### src/rtl/lsu_pkg.sv
// Shared types and helpers for the load/store unit controller.
package lsu_pkg;

    typedef enum logic [1:0] {
        IDLE      = 2'd0,
        LOAD_WAIT = 2'd1,
        RMW_WRITE = 2'd2
    } state_e;

    // RV32I width/sign encodings carried on funct3.
    localparam logic [2:0] F3_B  = 3'b000;
    localparam logic [2:0] F3_H  = 3'b001;
    localparam logic [2:0] F3_W  = 3'b010;
    localparam logic [2:0] F3_BU = 3'b100;
    localparam logic [2:0] F3_HU = 3'b101;

    // Stores only have signless widths; loads add the unsigned variants.
    function automatic logic f3_legal(input logic is_store, input logic [2:0] f3);
        logic ok;
        case (f3)
            F3_B, F3_H, F3_W: ok = 1'b1;
            F3_BU, F3_HU:     ok = !is_store;
            default:          ok = 1'b0;
        endcase
        return ok;
    endfunction

    // Halfwords need an even address, words a multiple of four.
    function automatic logic f3_misaligned(input logic [2:0] f3, input logic [1:0] off);
        logic bad;
        case (f3)
            F3_H, F3_HU: bad = off[0];
            F3_W:        bad = (off != 2'b00);
            default:     bad = 1'b0;
        endcase
        return bad;
    endfunction

endpackage

### src/rtl/lsu_load_align.sv
// Picks the addressed byte/half out of a memory word and extends it.
module lsu_load_align
    import lsu_pkg::*;
(
    input  logic [31:0] word,
    input  logic [1:0]  offset,
    input  logic [2:0]  funct3,
    output logic [31:0] rdata
);

    logic [7:0]  byte_sel;
    logic [15:0] half_sel;

    // Select by offset, then sign- or zero-extend by funct3.
    always_comb begin
        byte_sel = word[{offset, 3'b000} +: 8];
        half_sel = offset[1] ? word[31:16] : word[15:0];
        case (funct3)
            F3_B:    rdata = {{24{byte_sel[7]}}, byte_sel};
            F3_BU:   rdata = {24'h000000, byte_sel};
            F3_H:    rdata = {{16{half_sel[15]}}, half_sel};
            F3_HU:   rdata = {16'h0000, half_sel};
            default: rdata = word;
        endcase
    end

endmodule

### src/rtl/lsu_ctrl.sv
// Load/store controller between the MEM stage and a word-wide data memory
// with registered reads. Sub-word stores are done as read-modify-write.
module lsu_ctrl
    import lsu_pkg::*;
#(
    parameter int AW = 32
) (
    input  logic          clk,
    input  logic          rst,
    input  logic          req,
    input  logic          we,
    input  logic [2:0]    funct3,
    input  logic [AW-1:0] addr,
    input  logic [31:0]   wdata,
    output logic          stall,
    output logic          done,
    output logic [31:0]   rdata,
    output logic          err,
    output logic [AW-1:0] dm_addr,
    output logic [31:0]   dm_wd,
    output logic          dm_wen,
    input  logic [31:0]   dm_rd
);

    state_e        state_q, state_d;
    logic [AW-1:0] addr_q, addr_d;
    logic [2:0]    funct3_q, funct3_d;
    // Only the low half of store data is ever merged into memory.
    logic [15:0]   wdata_q, wdata_d;
    logic [31:0]   load_data;
    logic [31:0]   merged;

    lsu_load_align u_align (
        .word   (dm_rd),
        .offset (addr_q[1:0]),
        .funct3 (funct3_q),
        .rdata  (load_data)
    );

    // Overlay the stored byte/half onto the word just read back.
    always_comb begin
        merged = dm_rd;
        if (funct3_q == F3_B) begin
            merged[{addr_q[1:0], 3'b000} +: 8] = wdata_q[7:0];
        end else begin
            merged[{addr_q[1], 4'b0000} +: 16] = wdata_q;
        end
    end

    // Next state and per-cycle outputs; outputs react to req in IDLE the same cycle.
    always_comb begin
        state_d  = state_q;
        addr_d   = addr_q;
        funct3_d = funct3_q;
        wdata_d  = wdata_q;
        stall    = 1'b0;
        done     = 1'b0;
        err      = 1'b0;
        rdata    = 32'h0;
        dm_addr  = {addr_q[AW-1:2], 2'b00};
        dm_wd    = 32'h0;
        dm_wen   = 1'b0;
        case (state_q)
            IDLE: begin
                dm_addr = {addr[AW-1:2], 2'b00};
                if (req) begin
                    if (!f3_legal(we, funct3) || f3_misaligned(funct3, addr[1:0])) begin
                        done = 1'b1;
                        err  = 1'b1;
                    end else if (we && funct3 == F3_W) begin
                        dm_wd  = wdata;
                        dm_wen = 1'b1;
                        done   = 1'b1;
                    end else begin
                        // Read the word now; it is consumed next cycle.
                        stall    = 1'b1;
                        addr_d   = addr;
                        funct3_d = funct3;
                        if (we) begin
                            wdata_d = wdata[15:0];
                            state_d = RMW_WRITE;
                        end else begin
                            state_d = LOAD_WAIT;
                        end
                    end
                end
            end
            LOAD_WAIT: begin
                rdata   = load_data;
                done    = 1'b1;
                state_d = IDLE;
            end
            RMW_WRITE: begin
                dm_wd   = merged;
                dm_wen  = 1'b1;
                done    = 1'b1;
                state_d = IDLE;
            end
            default: state_d = IDLE;
        endcase
        // Reset silences the memory port and pipeline handshake at once.
        if (!rst) begin
            stall   = 1'b0;
            done    = 1'b0;
            err     = 1'b0;
            rdata   = 32'h0;
            dm_addr = '0;
            dm_wd   = 32'h0;
            dm_wen  = 1'b0;
        end
    end

    // State and captured request fields.
    always_ff @(posedge clk or negedge rst) begin
        if (!rst) begin
            state_q  <= IDLE;
            addr_q   <= '0;
            funct3_q <= 3'b000;
            wdata_q  <= 16'h0000;
        end else begin
            state_q  <= state_d;
            addr_q   <= addr_d;
            funct3_q <= funct3_d;
            wdata_q  <= wdata_d;
        end
    end

endmodule

### config.mk
export PLATFORM = sky130hd
export DESIGN_NAME = lsu_ctrl
export DESIGN_NICKNAME = d
export VERILOG_FILES = /design/src/rtl/lsu_pkg.sv /design/src/rtl/lsu_load_align.sv /design/src/rtl/lsu_ctrl.sv
export SDC_FILE = /design/constraint.sdc
export NUM_CORES = 1
export LEC_CHECK = 0
export BUFFER_PORTS_ARGS = -buffer_cell sky130_fd_sc_hd__buf_2
export CORE_MARGIN = 3
export CORE_UTILIZATION = 35
export DETAILED_ROUTE_END_ITERATION = 12
export PLACE_DENSITY = 0.73
export SETUP_SLACK_MARGIN = 0.15
export SYNTH_ARGS = -nofsm -noshare
export SYNTH_HDL_FRONTEND = slang
export SYNTH_SLANG_ARGS = --single-unit
### constraint.sdc
create_clock -name clk -period 3.1 [get_ports clk]
set_clock_uncertainty 0.05 [all_clocks]
set_input_delay 0.31 -clock clk [delete_from_list [all_inputs] [get_ports clk]]
set_output_delay 0.31 -clock clk [all_outputs]
set_load 0.05 [all_outputs]
* Word level (Yosys, flattened, before mapping)
Cells that the tools add are included.
Widths: inputs -> output; s select.
** Word-level totals
- Flip-flop bits (word level) :: 53
- Bits in latches :: 0
- RAM bits :: 0
- Memory bits (read-only) :: 0
- Bits of input ports :: 103
- Output and inout port bits :: 100
- Word-level logic and storage cells :: 83
- Memories :: 0
** Operators by class
- Add/subtract/negate cells :: 2
- Multiply operators :: 0
- Div/mod/pow operators :: 0
- $lt $le $gt $ge :: 0
- Equality and inequality tests :: 12
- Shift operators :: 5
- Mux-type cells :: 43
- Bitwise operators :: 2
- Reduce and logical (&&, ||, !) cells :: 15
** Operators by type and width (number)
- $mux 32 :: 9
- $pmux 32 s4 :: 1
- $bwmux 32 :: 2
- $pmux 32 s2 :: 1
- $shift 16x7->32 const A :: 1
- $shift 8x7->32 const A :: 1
- $shiftx 16x7->32 :: 1
- $shiftx 32x6->8 :: 1
- $shiftx 8x7->32 :: 1
- $mux 1 :: 20
- $mux 16 :: 1
- $neg 5->7 :: 2
- $eq 3x3->1 const B :: 4
- $mux 2 :: 5
- $pmux 1 s2 :: 4
- $eq 3x1->1 const B :: 2
- $logic_not 3->1 :: 2
- $ne 2x2->1 const B :: 3
- $reduce_or 2->1 :: 3
- $reduce_and 5->1 :: 1
- $reduce_and 4->1 :: 1
- $eq 3x2->1 const B :: 1
- $reduce_and 3->1 :: 1
- $reduce_or 3->1 :: 1
- other kinds (8) :: 10

* Logic depth before layout (Yosys ltp)
Gate-level depths: netlist of the first run.
- Depth in word-level cells :: 11
- Mapped depth :: 10
- Gate-level depth less buffers :: 6

* Modules after synthesis
Synthesis of the first run repeated with hierarchy kept, for this count alone.
** Second synthesis, totals
- Cell total of the unflattened synthesis :: 494
- Area, all modules :: 4850.9 um^2
** Modules (own cells, without submodules)
- lsu_ctrl :: times used 1, cells an instance 398, area an instance 4005.1 um^2, sequential area each 1326.3 um^2
- lsu_load_align :: times used 1, cells an instance 96, area an instance 845.8 um^2, sequential area each 0.0 um^2

* Worst setup path after synthesis of the first run
Ideal clock, no wire load.
- Path type :: register -> output
- Start :: register addr_q[1]
- End :: output port rdata[2]
- Arrival time :: 3.623 ns
- Required time :: 2.740 ns
- Path slack :: -0.883 ns
- Stages on the path, launching flop included :: 6
- Path buffers :: 3
- Path through :: dfrtp_1 > buf_2 > buf_2 > buf_2 > o22ai_1 > a2111oi_0
** On the way
- Word-level cells in the longest chain between the ends :: 4
- Elaborated cells on any way between the ends :: 5
- Those cells by class :: shift (1); mux (4)
** RTL lines
- start, declared :: line lsu_ctrl.sv:26 : logic [AW-1:0] addr_q, addr_d;
- start signal, assigned :: line lsu_ctrl.sv:122 : addr_q <= addr_d;
- $shiftx 32x6->8 or $mux 16 (tied branches) :: line lsu_load_align.sv:16, lsu_load_align.sv:17
- $pmux 32 s4 (*) :: line lsu_load_align.sv:18 : case (funct3)
- $mux 32 (*) :: line lsu_ctrl.sv:63 : case (state_q)
- $mux 32 (*) :: line lsu_ctrl.sv:102 : if (!rst) begin
- end, declared :: line lsu_ctrl.sv:17 : output logic [31:0] rdata,
Mark *: on every way between the ends. The rest lies on a longest branch, timed or not.

* Worst setup path in the final report of the first run
- Start :: register funct3_q[1]
- End :: output port dm_wd[16]
** On the way
- Word-level cells in the longest chain between the ends :: 4
** RTL lines
- start, declared :: line lsu_ctrl.sv:27 : logic [2:0] funct3_q, funct3_d;
- start signal, assigned :: line lsu_ctrl.sv:123 : funct3_q <= funct3_d;
- $logic_not 3->1 :: line lsu_ctrl.sv:43 : if (funct3_q == F3_B) begin
- $mux 32 :: line lsu_ctrl.sv:43
- $pmux 32 s2 :: line lsu_ctrl.sv:63
- $mux 32 :: line lsu_ctrl.sv:102
- end, declared :: line lsu_ctrl.sv:20 : output logic [31:0] dm_wd,
No other way between the ends.

==> results by group, run 1 <==
Outcome
  – Status: complete, but fails checks
  – Failing checks: hold timing

CTS
  – Reg clk slew, reported paths: 0.08 ns
  – Cts bufs inserted: 5
  – Hold Buf Count CTS: 0
  – Worst skew pair latency: 0.29 ns
  – CTS tree: yes
  – CTS max path bufs: 2
  – Post-CTS Setup Inserts: 0
  – CTS Sinks: 53
  – Post_cts resized: 1
  – Root Driver: clkbuf_16
  – H-tree depth: 2

Setup path
  – Kind of critical path: flip-flop to primary output
  – CP Cell Sequence: or4_4, or3_4, a21oi_4, a221o_1, buf_2
  – CP arrival: 2.49 ns
  – Crit path buf inv count: 1
  – CP peak stage delay: 0.54 ns
  – Slowest-stage cell, CP: or4_4
  – Nature of the critical path endpoint: primary output
  – Crit start category: flip-flop
  – Max Fanout on Critical Path: 12
  – Critical Path RT: 2.74 ns
  – Crit-path leading delay family: simple AND/OR/NAND/NOR gates

Detailed routing
  – Via count: 4556
  – DRT Pass-1 Iters: 5
  – Antenna viol nets, final: 0
  – Initial DRC count: 342
  – WL/cell: 18.2 µm
  – Total Wirelength: 15400 µm
  – Vias per cell: 5.40
  – DRC viols: 0

STA
  – F_max: 351 MHz
  – Max transition margin: 33.9%
  – WHS: -0.000156 ns
  – RSZ-0062 raised after global routing: no
  – Setup TNS: 0 ns
  – Final Hold Viols: 2
  – Worst Slack Setup Final: 0.248 ns
  – Final slew viol count: 0
  – Period Utilization, post-route: 92.0%
  – Worst-margin pin slew: 0.990 ns
  – Tmin final: 2.85 ns
  – Final Setup Violations: 0

Power and ir drop
  – Largest vdd supply drop: 0.372 mV
  – Static Leak: 3.31 nW
  – Pwr dens: 785 nW/µm²
  – Total power: 4.60 mW

Floorplanning
  – Die area: 14400 µm²
  – Die span in y: 120 µm
  – Io pins: 203
  – Num rows: 40
  – Die W: 120 µm
  – Core Area: 12400 µm²
  – Starting Density: 36.7%

Layout
  – Share of cells above drive strength 1: 47.4%
  – Commonest non-fill, non-tap cell in the layout: buf_2
  – P&R area growth vs syn: 29.2%
  – Fillers: 1214
  – Final nets: 786
  – Ant diodes: 0
  – Most frequent cells in the layout: buf_2 (200), mux2_2 (66), nor2_1 (51)
  – Design area: 5870 µm²

Placement
  – Placed inst area: 5700 µm²
  – Pre-CTS WS: 0.433 ns
  – GPL Wtd Cong: 0.858
  – # port buffers: 200
  – Dpl hpwl: 11400 µm

Synthesis
  – YS warnings: 0
  – Xor-xnor portion of the synthesized cell area: 0%
  – Sequential share of the synthesized area: 29.2%
  – Post-synthesis async set-or-reset flop share: 100%
  – Number of synthesized flops with an enable pin: 0
  – Post-synthesis mux area share: 26.9%
  – Synth Register Bits: 53
  – Mean post-synth cell area: 9.19 µm²
  – Main combinational cell family by area after synthesis: multiplexers
  – Post-synth top area share: 29.2%
  – Most area-consuming cells after synthesis: dfrtp_1 (29%), mux2_2 (16%), mux2i_1 (6.6%)
  – Cell variety after synth: 51
  – Adder-cell share of the synthesized area: 2.48%
  – Post-synthesis instance total: 494
  – Area leader, netlist: dfrtp_1
  – Synth Area in Compound Gates: 20.8%
  – Post-Synth Simple-Gate Area: 14.4%
  – Top FF cell, synth: dfrtp_1
  – Mapped Area: 4540 µm²

GRT
  – Grt total ovfl: 0
  – Tot GR Track Use: 20.5%
  – First-pass GRT wire length: 23600 µm
  – Vias in the first global route: 4400
  – Initial antenna violation count: 0
  – Largest net degree at the start of global routing: 61

Hold path
  – Hold WC Path Type: input port to asynchronous set/reset pin

Job
  – Max-Cap Viols: 0
## where the power goes
| part | internal, mW | switching (mW) |
|---|---|---|
| Clock | 0.310 | 0.293 |
| Combinational | 1.05 | 1.60 |
| Sequential | 1.02 | 0.334 |
## through the flow
stage	utilization, %	cells
after floorplan	-	495
after global placement	46.1	835
after detailed placement	46.1	835
after CTS	47.3	843
after global routing	47.4	843
final	47.4	843
## cells by family after synthesis
group	after synthesis
flops	53
other cells	1
fa+ha+maj	9
buf+inv	62
compound gates	124
mux	107
simple gates	138
## worst reg2reg max path, stage by stage, from the launching register on
cell	delay, ns
dfrtp_1	0.41
inv_1	0.12
ha_2	0.41
nand2_1	0.15
nand4b_1	0.22
or2_1	0.22
buf_4	0.24
mux2_4	0.34
## flip-flops by register name (all words and copies together) (netlist names)
register,count
wdata_q,16
addr_q,32
state_q,2
funct3_q,3
## cells in the mapped netlist, types with 2 or more instances
master     count
dfrtp_1       53
nand2b_1      19
o221a_2        6
a31oi_1       24
clkbuf_1      20
nor2b_1        2
and2_1         2
nor3_1         5
buf_2          9
o21ai_0       20
o22ai_1        2
and3_1         9
a221o_1       16
buf_1          8
mux2_4         8
nand3_1        2
a21oi_1        3
ha_1           9
a21o_1        32
mux2i_1       30
buf_4          3
nand2_1       38
nor2_1        52
o31ai_1        2
buf_6          3
a221oi_1       7
mux2_2        66
mux4_2         2
a2111oi_0      2
inv_1         19
## metal layers
layer | part of all wire (%) | wire [µm] | up-vias | GRT usage, %
li1 | - | - | 2165 | -
met1 | 42 | 6450 | 2157 | 25.6
met2 | 48 | 7320 | 214 | 35.0
met3 | 8.3 | 1280 | 20 | 5.23
met4 | 2.0 | 303 | 0 | 5.65
met5 | 0 | 0 | - | 0
## final timing paths
| path | end | startpoint | slack [ns] | depth (start not counted) |
|---|---|---|---|---|
| max reg2reg | wdata_q[10]$_DFFE_PN0P_ | state_q[1]$_DFFE_PN0P_ | 0.83 | 7 |
| min reg2reg | addr_q[10]$_DFFE_PN0P_ | addr_q[10]$_DFFE_PN0P_ | 0.46 | 1 |
| max | dm_wd[16] | funct3_q[1]$_DFFE_PN0P_ | 0.25 | 5 |
| min in group clk | addr_q[21]$_DFFE_PN0P_ | addr[21] | 0.20 | 2 |
| max in group asynchronous | funct3_q[1]$_DFFE_PN0P_ | rst | 2.69 | 2 |
| min | wdata_q[12]$_DFFE_PN0P_ | rst | -0.0002 | 2 |
## layout make-up
cell class                 instances  area (µm²)  area share (%)
inverter                          19        71.3            1.22
tap                              168         210            3.58
sequential                        53        1330            22.7
clock inverter                     3        26.3           0.448
multi-input combinational        380        2970            50.6
clock buffer                       5         125            2.13
timing repair buffer             215        1130            19.3
Note: power is estimated with default switching activity, not from simulation.
==> run 2, diff against run 1 <==
--- a/config.mk
+++ b/config.mk
@@ -6,10 +6,12 @@
 export NUM_CORES = 1
 export LEC_CHECK = 0
 export BUFFER_PORTS_ARGS = -buffer_cell sky130_fd_sc_hd__buf_2
+export CORE_ASPECT_RATIO = 0.6
 export CORE_MARGIN = 3
-export CORE_UTILIZATION = 35
+export CORE_UTILIZATION = 52
 export DETAILED_ROUTE_END_ITERATION = 12
-export PLACE_DENSITY = 0.73
+export GPL_ROUTABILITY_DRIVEN = 0
+export PLACE_DENSITY = 0.95
 export SETUP_SLACK_MARGIN = 0.15
 export SYNTH_ARGS = -nofsm -noshare
 export SYNTH_HDL_FRONTEND = slang
==> results by group, run 2 (same netlist as run 1, synthesis figures left out) <==
CTS
  – Worst skew pair latency: 0.28 ns
  – Reg clk slew, reported paths: 0.07 ns
  – H-tree depth: 2
  – CTS tree: yes
  – CTS Sinks: 53
  – CTS max path bufs: 2
  – Root Driver: clkbuf_16
  – Cts bufs inserted: 5

Setup path
  – CP arrival: 2.47 ns
  – Crit. Startpoint: addr_q[0]$_DFFE_PN0P_
  – Kind of critical path: flip-flop to primary output
  – Critical Path RT: 2.74 ns
  – Worst reg2reg startpoint: state_q[0]$_DFFE_PN0P_
  – Max Fanout on Critical Path: 8
  – Nature of the critical path endpoint: primary output
  – Crit start category: flip-flop

Layout
  – Share of cells above drive strength 1: 47.8%
  – Top flop regs: addr_q: 32 flops, wdata_q: 16 flops, funct3_q: 3 flops
  – Final core occ: 71.2%
  – Area of the multi-input gates: 2970 µm²
  – Top reg by flops: addr_q
  – Ant diodes: 0
  – Fillers: 623
  – Most frequent cells in the layout: buf_2 (200), mux2_2 (66), dfrtp_1 (52)
  – Sequential cell area: 1330 µm²
  – Final nets: 792
  – P&R area growth vs syn: 28.1%
  – Max reg flops: 32
  – Commonest non-fill, non-tap cell in the layout: buf_2

Hold path
  – Hold WC Path Type: input port to flip-flop
  – Hold Startpoint: addr[25]

Detailed routing
  – Total Wirelength: 15700 µm
  – Via count: 4767
  – Initial DRC count: 474
  – DRC viols: 0
  – DRT Pass-1 Iters: 6
  – Antenna viol nets, final: 0
  – WL/cell: 19.9 µm
  – Vias per cell: 6.05

Power and ir drop
  – Total power: 4.64 mW
  – Pwr dens: 797 nW/µm²
  – Largest vdd supply drop: 0.506 mV
  – Static Leak: 3.33 nW

Placement
  – Dpl hpwl: 12400 µm
  – # port buffers: 200

STA
  – Worst-margin pin slew: 0.983 ns
  – F_max: 354 MHz
  – Tmin final: 2.83 ns
  – Max transition margin: 34.4%
  – WHS: 0.213 ns
  – Setup TNS: 0 ns
  – Period Utilization, post-route: 91.2%
  – RSZ-0062 raised after global routing: no
  – Final Setup Violations: 0
  – Final slew viol count: 0
  – Final Hold Viols: 0

GRT
  – Vias in the first global route: 4548
  – Initial antenna violation count: 0
  – Tot GR Track Use: 30.7%
  – Largest net degree at the start of global routing: 47
  – Grt total ovfl: 0
  – First-pass GRT wire length: 24200 µm

Floorplanning
  – Die area: 9920 µm²
  – Die W: 127 µm
  – Io pins: 203
  – Num rows: 25
  – Starting Density: 55.6%
  – Die span in y: 78.4 µm
  – Core Area: 8160 µm²

Outcome
  – Status: completed

Job
  – Max-Cap Viols: 0
==> run 2: what timing repair did <==
action,CTS,global route
buffers inserted,0,5
gates cloned,0,0
setup endpoints to repair,1,30
resized for setup,1,4
hold buffers,1,0
endpoints found under the hold margin,7,0
==> run 2: report_power, final <==
| part | internal [mW] | leakage, nW | switching (mW) |
|---|---|---|---|
| Clock | 0.317 | 0.0690 | 0.234 |
| Combinational | 1.09 | 2.63 | 1.68 |
| Sequential | 1.01 | 0.635 | 0.298 |
| Total | 2.42 | 3.33 | 2.21 |
==> run 2: per-stage QoR <==
| stage | instances | worst slack (ns) | instance area, µm² |
|---|---|---|---|
| finish | 788 | 0.273 | 5810 |
| CTS | 783 | 0.190 | 5770 |
| detailed placement | 775 | 0.469 | 5610 |
| global route | 788 | 0.162 | 5810 |
| global placement | 775 | 0.567 | 5610 |
| floorplan | 495 | 0.427 | 4560 |
==> run 2: layer usage <==
layer | vias up | share of wire [%] | global-route usage (%)
met3 | 37 | 15 | 12.4
met4 | 0 | 1.7 | 4.93
li1 | 2178 | - | -
met1 | 2242 | 41 | 41.7
met5 | - | 0 | 0
met2 | 310 | 43 | 47.0
==> run 2: worst paths after layout <==
kind | to | slack (ns) | cells past startpoint
setup / recovery | dm_wd[16] | 0.27 | 6
hold / removal | addr_q[25]$_DFFE_PN0P_ | 0.21 | 2
setup reg to reg | wdata_q[6]$_DFFE_PN0P_ | 0.77 | 6
hold reg to reg | addr_q[9]$_DFFE_PN0P_ | 0.45 | 1
max in group asynchronous | addr_q[29]$_DFFE_PN0P_ | 1.85 | 3
min in group asynchronous | state_q[1]$_DFFE_PN0P_ | 0.59 | 3
==> run 2: area by class of cell <==
| class | count | share of cell area (%) |
|---|---|---|
| Clock inverter | 1 | 0.129 |
| Inverter | 19 | 1.23 |
| Tap cell | 108 | 2.32 |
| Sequential cell | 53 | 22.8 |
| Clock buffer | 6 | 2.39 |
| Timing Repair Buffer | 221 | 20.0 |
| Multi-Input combinational cell | 380 | 51.1 |
==> run 2: critical path: stages (launching register included) <==
cell and delay [ns]:
dfrtp_2 0.44, buf_4 0.16, or4_4 0.43, or3_4 0.39, a21oi_4 0.26, a221o_1 0.21
buf_2 0.28
